File: config.mk
export PLATFORM = sky130hd
export DESIGN_NAME = rsa_crt_decrypt
export DESIGN_NICKNAME = d
export VERILOG_FILES = /design/src/rtl/rsa_crt_decrypt.sv
export SDC_FILE = /design/constraint.sdc
export NUM_CORES = 1
export LEC_CHECK = 0
export BUFFER_PORTS_ARGS = -buffer_cell sky130_fd_sc_hd__buf_2
export CORE_MARGIN = 4
export CORE_UTILIZATION = 60
export DETAILED_ROUTE_END_ITERATION = 7
export PLACE_DENSITY_LB_ADDON = 0.08
export REMOVE_ABC_BUFFERS = 1
export SLEW_MARGIN = 30
export SYNTH_ARGS = -nofsm -noshare
export SYNTH_HDL_FRONTEND = slang
export SYNTH_SLANG_ARGS = --single-unit
File: constraint.sdc
create_clock -name clk -period 9.08 [get_ports clk]
set_input_delay 0.908 -clock clk [delete_from_list [all_inputs] [get_ports clk]]
set_output_delay 0.908 -clock clk [all_outputs]
set_load 0.01 [all_outputs]
File: src/rtl/rsa_crt_decrypt.sv
// RSA CRT decryption: reduces C mod p and mod q, runs two constant-time modular exponentiations
// in parallel, then recombines with Garner's formula. Latency is fixed and independent of the data.
module rsa_crt_decrypt #(
    parameter int W = 32
) (
    input  logic             clk,
    input  logic             rst,
    input  logic             start,
    input  logic [W-1:0]     C,
    input  logic [W/2-1:0]   p,
    input  logic [W/2-1:0]   q,
    input  logic [W/2-1:0]   dp,
    input  logic [W/2-1:0]   dq,
    input  logic [W/2-1:0]   qinv,
    output logic [W-1:0]     m,
    output logic             busy,
    output logic             done
);
    localparam int H  = W / 2;
    localparam int BW = $clog2(H);
    localparam logic [BW-1:0] BIT_LAST = BW'(H - 1);

    typedef enum logic [2:0] {IDLE, REDUCE, EXP, HMUL, RECOMB, FIN} state_t;

    state_t         state_reg;
    logic [W-1:0]   c_reg, prod_reg, m_reg;
    logic [H-1:0]   qinv_reg, h_reg;
    logic [BW-1:0]  step_reg, bit_reg;
    logic           phase_reg, busy_reg, done_reg;

    // Index 0 works modulo p, index 1 modulo q.
    logic [H-1:0]   n_reg   [2];
    logic [H-1:0]   e_reg   [2];
    logic [H-1:0]   r_reg   [2];
    logic [H-1:0]   x_reg   [2];
    logic [H+1:0]   acc_reg [2];

    logic [H:0]     red_sh   [2];
    logic [H-1:0]   red_next [2];
    logic [H-1:0]   mm_a     [2];
    logic [H-1:0]   mm_b     [2];
    logic [H+1:0]   mm_next  [2];

    logic           last_step;
    logic [BW-1:0]  bsel, esel;
    logic [H-1:0]   t_diff;
    logic [W-1:0]   prod_next, m_int;

    // One interleaved shift-and-add modular multiplication step; stays below n when inputs are below n.
    function automatic logic [H+1:0] mm_step(input logic [H+1:0] acc, input logic [H-1:0] a,
                                             input logic [H-1:0] n, input logic b);
        logic [H+1:0] t, nn;
        nn = {2'b00, n};
        t  = {acc[H:0], 1'b0};
        if (t >= nn) t = t - nn;
        if (b) t = t + {2'b00, a};
        if (t >= nn) t = t - nn;
        return t;
    endfunction

    assign last_step = (step_reg == BIT_LAST);
    assign bsel      = BIT_LAST - step_reg;
    assign esel      = BIT_LAST - bit_reg;

    // m2 < q < p, so a single add of p brings a negative difference back into range.
    assign t_diff = (x_reg[0] >= x_reg[1]) ? x_reg[0] - x_reg[1]
                                            : x_reg[0] + n_reg[0] - x_reg[1];

    generate
        for (genvar gi = 0; gi < 2; gi++) begin : g_unit
            assign red_sh[gi]   = {r_reg[gi], c_reg[W-1]};
            assign red_next[gi] = H'((red_sh[gi] >= {1'b0, n_reg[gi]}) ?
                                     red_sh[gi] - {1'b0, n_reg[gi]} : red_sh[gi]);
            // In EXP the accumulator is always the left operand: x*x when squaring, x*base when multiplying.
            assign mm_a[gi]     = (state_reg == HMUL) ? qinv_reg : x_reg[gi];
            assign mm_b[gi]     = (state_reg == HMUL) ? t_diff :
                                  (phase_reg ? r_reg[gi] : x_reg[gi]);
            assign mm_next[gi]  = mm_step(acc_reg[gi], mm_a[gi], n_reg[gi], mm_b[gi][bsel]);
        end
    endgenerate

    assign prod_next = {prod_reg[W-2:0], 1'b0} + (h_reg[bsel] ? {{H{1'b0}}, n_reg[1]} : '0);
    assign m_int     = {{H{1'b0}}, x_reg[1]} + prod_next;

    always_ff @(posedge clk) begin
        if (rst) begin
            state_reg <= IDLE;
            c_reg     <= '0;
            prod_reg  <= '0;
            m_reg     <= '0;
            qinv_reg  <= '0;
            h_reg     <= '0;
            step_reg  <= '0;
            bit_reg   <= '0;
            phase_reg <= 1'b0;
            busy_reg  <= 1'b0;
            done_reg  <= 1'b0;
            for (int u = 0; u < 2; u++) begin
                n_reg[u]   <= '0;
                e_reg[u]   <= '0;
                r_reg[u]   <= '0;
                x_reg[u]   <= '0;
                acc_reg[u] <= '0;
            end
        end else begin
            done_reg <= 1'b0;
            case (state_reg)
                IDLE: begin
                    if (start) begin
                        c_reg     <= C;
                        qinv_reg  <= qinv;
                        n_reg[0]  <= p;
                        n_reg[1]  <= q;
                        e_reg[0]  <= dp;
                        e_reg[1]  <= dq;
                        r_reg[0]  <= '0;
                        r_reg[1]  <= '0;
                        m_reg     <= '0;
                        step_reg  <= '0;
                        phase_reg <= 1'b0;
                        busy_reg  <= 1'b1;
                        state_reg <= REDUCE;
                    end
                end
                REDUCE: begin
                    c_reg    <= {c_reg[W-2:0], 1'b0};
                    step_reg <= step_reg + 1'b1;
                    for (int u = 0; u < 2; u++) r_reg[u] <= red_next[u];
                    // W steps are counted as two passes of H steps, phase_reg marking the second.
                    if (last_step) begin
                        step_reg  <= '0;
                        phase_reg <= ~phase_reg;
                        if (phase_reg) begin
                            for (int u = 0; u < 2; u++) begin
                                x_reg[u]   <= H'(1);
                                acc_reg[u] <= '0;
                            end
                            bit_reg   <= '0;
                            phase_reg <= 1'b0;
                            state_reg <= EXP;
                        end
                    end
                end
                EXP: begin
                    step_reg <= step_reg + 1'b1;
                    for (int u = 0; u < 2; u++) acc_reg[u] <= mm_next[u];
                    if (last_step) begin
                        step_reg  <= '0;
                        phase_reg <= ~phase_reg;
                        for (int u = 0; u < 2; u++) begin
                            acc_reg[u] <= '0;
                            if (!phase_reg || e_reg[u][esel]) x_reg[u] <= mm_next[u][H-1:0];
                        end
                        if (phase_reg) begin
                            bit_reg <= bit_reg + 1'b1;
                            if (bit_reg == BIT_LAST) state_reg <= HMUL;
                        end
                    end
                end
                HMUL: begin
                    step_reg   <= step_reg + 1'b1;
                    acc_reg[0] <= mm_next[0];
                    if (last_step) begin
                        step_reg  <= '0;
                        h_reg     <= mm_next[0][H-1:0];
                        prod_reg  <= '0;
                        state_reg <= RECOMB;
                    end
                end
                RECOMB: begin
                    step_reg <= step_reg + 1'b1;
                    prod_reg <= prod_next;
                    if (last_step) begin
                        step_reg  <= '0;
                        m_reg     <= m_int;
                        done_reg  <= 1'b1;
                        busy_reg  <= 1'b0;
                        state_reg <= FIN;
                    end
                end
                FIN:     state_reg <= IDLE;
                default: state_reg <= IDLE;
            endcase
        end
    end

    assign m    = m_reg;
    assign busy = busy_reg;
    assign done = done_reg;
endmodule

# Yosys cells after proc, flatten, opt, wreduce, memory -nomap -nowiden
# Memory sizes are Yosys's and may differ from the RTL's.
# Index checks and enable logic that the tools add are counted.
# W data, S select, Z words.
dict set report op_classes {
  n_addsub 17
  mul 0
  n_div 0
  order_cmp 9
  eq_ne 14
  shift 0
  n_mux 111
  bitwise_logic 21
  reduce_logical 21
}
# cell n
set ops {}
lappend ops {{$mux W16} 22}
lappend ops {{$mux W18} 13}
lappend ops {{$pmux W32 S2} 2}
lappend ops {{$mux W32} 3}
lappend ops {{$ge A18 B16 Y1} 4}
lappend ops {{$sub A18 B16 Y18} 4}
lappend ops {{$sub A16 B16 Y16} 4}
lappend ops {{$pmux W31 S2} 1}
lappend ops {{$mux W1} 45}
lappend ops {{$add A18 B16 Y18} 2}
lappend ops {{$ge A17 B16 Y1} 2}
lappend ops {{$add A16 B32 Y32} 1}
lappend ops {{$add A32 B16 Y32} 1}
lappend ops {{$mux W31} 1}
lappend ops {{$mux W3} 8}
lappend ops {{$mux W4} 6}
lappend ops {{$bmux W1 S4} 5}
lappend ops {{$or A1 B1 Y1} 19}
lappend ops {{$add A16 B16 Y16} 1}
lappend ops {{$ge A16 B16 Y1} 1}
lappend ops {{$ne A2 B2 Y1 const B} 8}
lappend ops {{$pmux W4 S2} 2}
lappend ops {{$pmux W3 S5} 1}
lappend ops {{$lt A4 B5 Y1 const B} 2}
lappend ops {{other kinds (21)} 35}
dict set report word_totals {
  ff_bits 141
  latchBits 0
  mem_bits_rw 164
  mem_bits_ro 0
  elab_cells 209
  n_memories 5
}
# memory words word_bits rd rd_ports_with_merged_regs wr line_no
set memory_table {}
lappend memory_table {acc_reg 2 18 2 0 2 36} ;# logic [H+1:0] acc_reg [2];
lappend memory_table {e_reg 2 16 2 0 2 33} ;# logic [H-1:0] e_reg [2];
lappend memory_table {n_reg 2 16 2 0 2 32} ;# logic [H-1:0] n_reg [2];
lappend memory_table {r_reg 2 16 2 0 2 34} ;# logic [H-1:0] r_reg [2];
lappend memory_table {x_reg 2 16 2 0 2 35} ;# logic [H-1:0] x_reg [2];

# Depth between registers and ports, before layout
# An unclocked memory read counts as a cell.
dict set report logic_depth {
  ltp_word 13
  ltp_mapped 34
  depth_no_buf 32
}

# Worst setup path after synthesis
# No wires, ideal clock.
dict set report synth_path {
  path_type {reg2reg}
  start {memory n_reg[0][1] (netlist bit)}
  end {memory x_reg[0][11] (netlist bit), data pin}
  setup_ns 0.265
  t_arrival_ns 6.904
  t_required_ns 8.815
  path_slack_ns 1.911
  stages_incl_launch_ff 34
  path_buffers 2
  synth_period_minus_slack_ns 7.169
  path_cell_list {edfxtp_1 inv_1 fa_1 a211oi_1 o21ai_0 a31oi_1 o31a_1 a21oi_1 nor2_1 clkbuf_1 nor2_1 a21oi_1 inv_1 ha_1 nor2b_1 o31a_1 o211ai_1 nand2_1 a221o_1 a41o_1 o21ai_0 a31oi_1 mux2_2 ha_1 nor2b_1 o21ai_0 nand2b_1 or2_2 o22a_1 nor4_1 mux2_4 buf_4 mux2i_1 nor2_1}
}
# item line_no
set synth_lines {}
lappend synth_lines {{start: declaration} 32}
lappend synth_lines {{end: declaration} 35}

==> qor.yml <==
start_util_pct: 60.8
hold_viol: 0
drive_gt1_share_pct: 11.7
yosysTopAreaCellShare_pct: 18.0
stdcell_area_sq_um: 26600
leakagePower_nw: 11.4
io_pins: 149
postRouteAntennaNets: 0
synth_mux_area_share_pct: 6.52
ys_ff_latch: 303
die-height_um: 209
criticalPathCategory: "reg2reg"
rrSetupSlack_ns: 0.47
synth_cell_types: 98
yosys.area_share.simple_pct: 19.5
synth_most_common_cell: "nor2_1"
min_period_ns: 8.61
numCtsBuffers: 35
period_share_pct: 94.8
yosysTopAreaCell: "edfxtp_1"
vias_per_cell: 6.41
placementRows: 73
netlist_top_cells_area: "edfxtp_1 18%, dfxtp_1 13%, ha_1 10%, nor2_1 4.9%, a21oi_1 4.2%"
path_clk_slew_ns: 0.07
antenna_found_initial: 2
synth_flop_cell: "dfxtp_1"
drc: 0
gr-total-overflow: 0
synthAdderAreaFrac_pct: 12.1
yosysWarnings: 0
crit_path_max_incr_delay_ns: 0.53
grt_util_all_layers_pct: 34.7
critPathRequiredTime_ns: 9.38
worst_pin_slew_ns: 1.02
h-tree-depth: 2
crit_fanout: 21
cts_tree: "done"
dieArea_sq_um: 43600
end_kind: "flip-flop"
fin_skew_ns: 0.0244
initialDrtViolationCount: 2024
synth_top_family_by_area: "compound AO/OA/AOI/OAI gates"
coreArea_sq_um: 39800
cts.sinks: 303
nNetsFinal: 3293
min_from: "c_reg[3]"
status: "complete, no violations"
clk_latency_ns: 0.57
slew_violations: 0
crit_start: "n_reg[0][0]"
avgRoutedWirePerCell_um: 22.3
largest_register_ffs: 34
setup_violations: 0
synth_edf_count: 145
hpwlAfterDp_um: 60900
max_clock_freq_mhz: 116
firstDrtPassIters: 8
die_x_um: 209
regToRegStartpoint: "n_reg[0][0]"
dp_slack_ns: 0.442
io_buffers: 148
synthTopCellsByCount: "317 x nor2_1, 247 x nand2_1, 202 x a21oi_1, 193 x ha_1, 192 x o21ai_0"
dr_total_vias: 22535
slew_headroom_pct: 32.1
worstRegToRegCells: 31
grt_max_degree: 116
root_buffer: "clkbuf_16"
synth_area_sq_um: 24200
synthArstFlopShare_pct: 0
crit_slowest_cell: "fa_1"
crit_path_frequent_cell: "o21ai_0"
fin_ws_ns: 0.474
synth-xor-area-share_pct: 5.86
hold_path_depth: 2
synth_area_per_cell_sq_um: 8.45
grt_pass1_vias: 21618
gp_congestion: 1.02
grt_pass1_wl_um: 121000
area_growth_pct: 9.79
total_power_mw: 4.87
ctsLongestPathBuffers: 3
drt_wl_total_um: 78400
critPathLaunchType: "flip-flop"
min_path_type: "reg2reg"
synth_cells: 2865
hold_buffers: 0
synth_compound_area_share_pct: 20.1
power_density_nw_per_um2: 183
maxCapViolCount: 0
ir_drop_uv: 171
ys_seq_area_share_pct: 31.0
placed_cell_area_sq_um: 25400
worstPathArrival_ns: 8.90
==> through the flow <==
stage          util (%)  setup TNS [ns]  std cells  hold slack (ns)
6_report           66.8               0       3513            0.459
5_1_grt            66.8        -0.00252       3511            0.479
4_1_cts            66.6               0       3510            0.460
3_5_place_dp       63.8               0       3446            0.451
3_3_place_gp       63.7               0       3446            0.443
2_1_floorplan         -               0       2740            0.427
==> kinds of logic (layout without fill, tap and decap cells) <==
kind of cell             count (synthesis)  count (layout)
flip-flops                             303             303
other                                    0               2
XOR/XNOR                               162             162
multiplexers                           129             129
adder cells (fa/ha/maj)                219             219
AO/OA/AOI/OAI                          754             754
AND/OR/NAND/NOR                       1002            1002
buffers and inverters                  296             417
==> area by class of cell <==
cell class / count / area [sq um]
Tap cell: 525 / 657
Fill cell: 3419 / 13200
Inverter: 171 / 643
Timing Repair Buffer: 182 / 1020
Antenna cell: 2 / 5.00
Clock inverter: 19 / 165
Multi-Input combinational cell: 2266 / 15600
Clock buffer: 45 / 975
Sequential cell: 303 / 7520
==> routing by layer <==
| metal | track usage [%] | share of wire, % |
|---|---|---|
| met1 | 47.5 | 42 |
| met5 | 0 | 0.024 |
| met4 | 12.3 | 4.0 |
| met2 | 53.7 | 44 |
| met3 | 8.96 | 10 |
==> power by group <==
| part | internal (mW) | switching [mW] | total, mW |
|---|---|---|---|
| combinational | 0.726 | 1.10 | 1.83 |
| sequential | 1.53 | 0.0807 | 1.61 |
| clock | 0.822 | 0.613 | 1.44 |
==> critical path: cells and delay by family, from the launching register on <==
family	cells	cell delay, ns
adder cells (fa/ha/maj)	3	1.20
multiplexers	3	1.19
AND/OR/NAND/NOR	9	1.81
flip-flops	1	0.47
AO/OA/AOI/OAI	14	3.40
buffers and inverters	2	0.23
==> path summary, 6_finish.rpt <==
kind	endpoint
worst max-delay path	x_reg[0][9]
worst min register to register	c_reg[3]
worst min-delay path	c_reg[3]
worst max register to register	x_reg[0][9]
==> cells in the final DEF (no fill, tap or decap), types with 21 or more instances in the layout <==
master and count:
xor2_1 59, a211oi_1 36, edfxtp_1 145, o21ai_0 192, xnor2_1 103, a21oi_1 201, a21o_1 46, nor2_1 312
buf_2 148, nor3_1 76, o21bai_1 23, nand2_1 246, clkbuf_16 36, and2_1 25, buf_4 32, nand3_1 80
ha_1 193, fa_1 26, and3_1 82, mux2i_1 69, nor2b_1 38, dfxtp_1 157, inv_1 170, nand4_1 43
a31oi_1 27, nand2b_1 21, a22oi_1 22, mux2_2 39
==> timing repair <==
item / 4_1_cts / 5_1_grt
setup endpoints to repair: 0 / 40
resized for setup: 0 / 1
buffers inserted: 0 / 0
endpoints found under the hold margin: 0 / 0
(Power assumes the default switching activity.)
